$ cat src/rtl/writeback_buffer.sv
// Writeback buffer: circular FIFO of pending {dst, data} register-file writes.
// Drains in acceptance order whenever the register file write port is free,
// and forwards the newest pending value for a queried register index.
module writeback_buffer #(
    parameter int unsigned DEPTH      = 4,
    parameter int unsigned DATA_WIDTH = 64,
    parameter int unsigned ADDR_WIDTH = 4
) (
    input  logic                       clk,
    input  logic                       rst_n,
    input  logic                       in_valid,
    output logic                       in_ready,
    input  logic [ADDR_WIDTH-1:0]      in_dst,
    input  logic [DATA_WIDTH-1:0]      in_data,
    input  logic                       rf_busy,
    output logic                       writeEnable,
    output logic [ADDR_WIDTH-1:0]      dst,
    output logic [DATA_WIDTH-1:0]      dstWrite,
    input  logic [ADDR_WIDTH-1:0]      fwd_addr,
    output logic                       fwd_hit,
    output logic [DATA_WIDTH-1:0]      fwd_data,
    output logic [$clog2(DEPTH):0]     count
);

    localparam int unsigned PTR_W = $clog2(DEPTH);
    localparam int unsigned CNT_W = PTR_W + 1;
    localparam logic [CNT_W-1:0] FULL = CNT_W'(DEPTH);

    logic [ADDR_WIDTH-1:0] mem_dst_q  [DEPTH];
    logic [DATA_WIDTH-1:0] mem_data_q [DEPTH];
    logic [PTR_W-1:0]      head_q, head_d;
    logic [PTR_W-1:0]      tail_q, tail_d;
    logic [CNT_W-1:0]      count_q, count_d;
    logic                  push, pop;

    // Handshake and drain strobes, derived from registered occupancy only
    always_comb begin
        in_ready    = (count_q != FULL);
        writeEnable = (count_q != '0) && !rf_busy;
        push        = in_valid && in_ready;
        pop         = writeEnable;
        dst         = mem_dst_q[head_q];
        dstWrite    = mem_data_q[head_q];
        count       = count_q;
    end

    // Pointer and occupancy next-state; pointers wrap naturally at DEPTH
    always_comb begin
        head_d  = head_q;
        tail_d  = tail_q;
        count_d = count_q;
        if (pop) begin
            head_d = head_q + 1'b1;
        end
        if (push) begin
            tail_d = tail_q + 1'b1;
        end
        if (push && !pop) begin
            count_d = count_q + 1'b1;
        end else if (pop && !push) begin
            count_d = count_q - 1'b1;
        end
    end

    // Storage and pointer registers with synchronous active-low clear
    always_ff @(posedge clk) begin
        if (!rst_n) begin
            head_q  <= '0;
            tail_q  <= '0;
            count_q <= '0;
            for (int unsigned i = 0; i < DEPTH; i++) begin
                mem_dst_q[i]  <= '0;
                mem_data_q[i] <= '0;
            end
        end else begin
            head_q  <= head_d;
            tail_q  <= tail_d;
            count_q <= count_d;
            if (push) begin
                mem_dst_q[tail_q]  <= in_dst;
                mem_data_q[tail_q] <= in_data;
            end
        end
    end

    // Forwarding: scan pending entries oldest to newest so the newest match wins
    always_comb begin
        logic [PTR_W-1:0] idx;
        idx      = '0;
        fwd_hit  = 1'b0;
        fwd_data = '0;
        for (int unsigned k = 0; k < DEPTH; k++) begin
            idx = head_q + PTR_W'(k);
            if ((CNT_W'(k) < count_q) && (mem_dst_q[idx] == fwd_addr)) begin
                fwd_hit  = 1'b1;
                fwd_data = mem_data_q[idx];
            end
        end
    end

endmodule

$ cat config.mk
export PLATFORM = sky130hd
export DESIGN_NAME = writeback_buffer
export DESIGN_NICKNAME = d
export VERILOG_FILES = /design/src/rtl/writeback_buffer.sv
export SDC_FILE = /design/constraint.sdc
export NUM_CORES = 1
export LEC_CHECK = 0
export CORE_MARGIN = 2
export CORE_UTILIZATION = 60
export CTS_BUF_LIST = sky130_fd_sc_hd__clkbuf_16
export CTS_CLUSTER_SIZE = 16
export DETAILED_ROUTE_END_ITERATION = 8
export PLACE_DENSITY = 0.83
export SYNTH_ARGS = -nofsm -noshare
export SYNTH_HDL_FRONTEND = slang
export SYNTH_SLANG_ARGS = --single-unit
$ cat constraint.sdc
create_clock -name clk -period 12.05 [get_ports clk]
set_clock_uncertainty 0.2 [all_clocks]
set_input_delay 3.0125 -clock clk [delete_from_list [all_inputs] [get_ports clk]]
set_output_delay 3.0125 -clock clk [all_outputs]
set_load 0.05 [all_outputs]
==> summary.md <==
| Metric | Value |
|---|---|
| Drt via density | around 6.7 |
| Slew margin rel. | 27.7% |
| CTS tree | done |
| Die area | 32700 um2 |
| Post-synth ARST share | 0% |
| Rows | 64 |
| CP max FO | 65 |
| Pin count of the biggest net entering global routing | 103 |
| FILL cells | 2058 |
| Number of I/O pins | approximately 210 |
| Seq/Total Area, Yosys | 44.5% |
| Ys flop type | edfxtp_1 |
| Endpoint class of the critical path | output port |
| Setup Fix Bufs, Post-CTS | 0 |
| Clock sink total | 281 |
| Pwr dens | around 210 nW/um2 |
| First-pass GRT wire length | 79400 um |
| Die W | 181 um |
| Total track usage | 30.7% |
| RD Place Congestion | between 0.8 and 0.9 |
| Area contributors post-synth | edfxtp_1 44%, mux4_2 17%, mux2_2 7.7% |
| Status | complete, no violations |
| Worst-Margin Slew | 1080 ps |
| CTS Root Buffer Type | clkbuf_16 |
| Vias in the first global route | ~14000 |
| Synth cell types | 36 |
| Routed via count | around 14000 |
| Final hold violation count | 0 |
| Max Slew Vio Count | 0 |
| CP required | 8840 ps |
| Synthesis-stage register bit count | 281 |
| Leakage | 7.49 nW |
| Post-synth top cells | 272 x edfxtp_1, 202 x nor2_1, 201 x nand2_1 |
| Synth area leader | edfxtp_1 |
| Worst Setup Path Type | in2out |
| Synthesized Nets | 1713 |
| Final wirelength | roughly 50000 um |
| Tmin final | 10250 ps |
| Worst-Skew Late Latency | about 560 ps |
| DRT iter0 DRCs | 1561 |
| Remaining DRCs | 0 |
| Hold_ws | 389 ps |
| Antenna Nets Post-Route | 0 |
| Most frequent cell after synthesis | edfxtp_1 |
| Hold_buf cts | 0 |
| Hold WC Path Type | reg2reg |
| First-pass iteration count of the detailed router | 6 |
| Total CTS buffers | 30 |
| # nets final | 1825 |
| Number of flops mapped to enable cells by yosys | 272 |
| Clock Path Buffers | 3 |
| Fmax | 97.5 MHz |
| Peak VDD IR | 0.000166 V |
| Die Ht | 181 um |
| Total gr overflow | 0 |
| Initial Utilization | 61.2% |
| CP Launch Type | input port |
| Area growth syn-to-layout | 17.1% |
| Area share of the largest cell type after synthesis | 43.5% |
| MaxCap Viol Count | 0 |
| RSZ-0062 raised after global routing | no |
| H-tree lvl count | 1 |
| Clock slew at reported path FFs | 60 ps |
| Port bufs | 213 |
| YS warnings | 0 |
| Endpoints failing setup | 0 |
| Initial antenna violation count | 2 |
| Core area | 30700 um2 |
| Setup tns final | 0 ps |
| Layout cells sized above 1 | 20.2% |
| Post-DP HPWL | 30000 um |
| Final Cycle Share | between 80% and 90% |
| Synth Instances | 1632 |
| Wire per inst | 23.4 um |
| Mapped Area | 18800 um2 |
| Post_cts resized | 0 |
| Crit path DAT | just over 7000 ps |
| Syn Area/Cell | 11.5 um2 |
==> state kept, by name, summed over array words and instances (netlist names), named ones only <==
register and cells:
head_q 2, tail_q 2, mem_dst_q 16, mem_data_q 256, count 3
==> through the flow <==
stage                     power [mW]  setup WS [ps]  cell area (um2)  instances  util [%]
after floorplan                 3.13           3310            18800       1632         -
after global placement          3.70           1900            21000       2108      68.3
after detailed placement        3.75           1880            21000       2108      68.3
after CTS                       4.70           1890            22000       2163      71.6
after global routing            4.89           1670            22000       2164      71.7
final                           4.71           1800            22000       2164      71.7
==> layout by cell type, fill, tap and decap left out, drive strengths merged, types with 2 or more instances in the layout <==
master and count:
o21ai 4, o221ai 64, a21boi 2, mux2i 65
inv 80, bufinv 5, nor2 202, clkdlybuf4s50 213
ha 5, edfxtp 272, o211ai 64, mux4 144
and2 74, clkbuf 31, xnor2 13, nand3 67
clkinv 11, nand2 201, dfxtp 9, mux2 128
nor3b 2, nand2b 3, buf 23, xor2 8
a21oi 66
==> final timing paths <==
| kind | from | end | slack [ps] | depth (start not counted) |
|---|---|---|---|---|
| max reg2reg | tail_q[0] | mem_data_q[1][49] | 8470 | 3 |
| max | fwd_addr[3] | fwd_data[62] | 1800 | 9 |
| min reg2reg | count[2] | count[2] | 390 | 2 |
| min | count[2] | count[2] | 390 | 2 |
==> critical path, cell delays in order <==
cell and delay, ps:
clkdlybuf4s50_1 510, xnor2_1 250, nand4_1 160, nor2_4 100, buf_4 600, or2_2 740, buf_4 580, o221ai_1 290
clkdlybuf4s50_1 760
==> final cells by class <==
type                    count  area (um2)  area share [%]
clock buffers              31         776            3.53
clock inverters            24         241            1.10
diodes                      1        2.50          0.0114
repair buffers            236        2300            10.5
well taps                 396         495            2.25
flip-flops and latches    281        8360            38.1
multi-input cells        1122        9520            43.3
inverters                  73         274            1.25
==> metal layers <==
metal	track usage, %	wire length (um)
met5	0	0
met4	10.7	1480
met3	5.56	5480
met2	52.0	25300
met1	40.0	18500
==> power by group <==
group	internal, mW	total [mW]	switching, mW
logic	0.928	2.36	1.43
clock network	0.570	0.952	0.382
registers	1.23	1.40	0.176
==> kinds of logic after synthesis <==
logic type | synth area share [%]
mux | 28.4
xor+xnor | 0.980
buf+inv | 5.32
compound gates | 7.73
flops | 44.5
simple gates | 12.7
fa+ha+maj | 0.333
(Power assumes the default switching activity.)
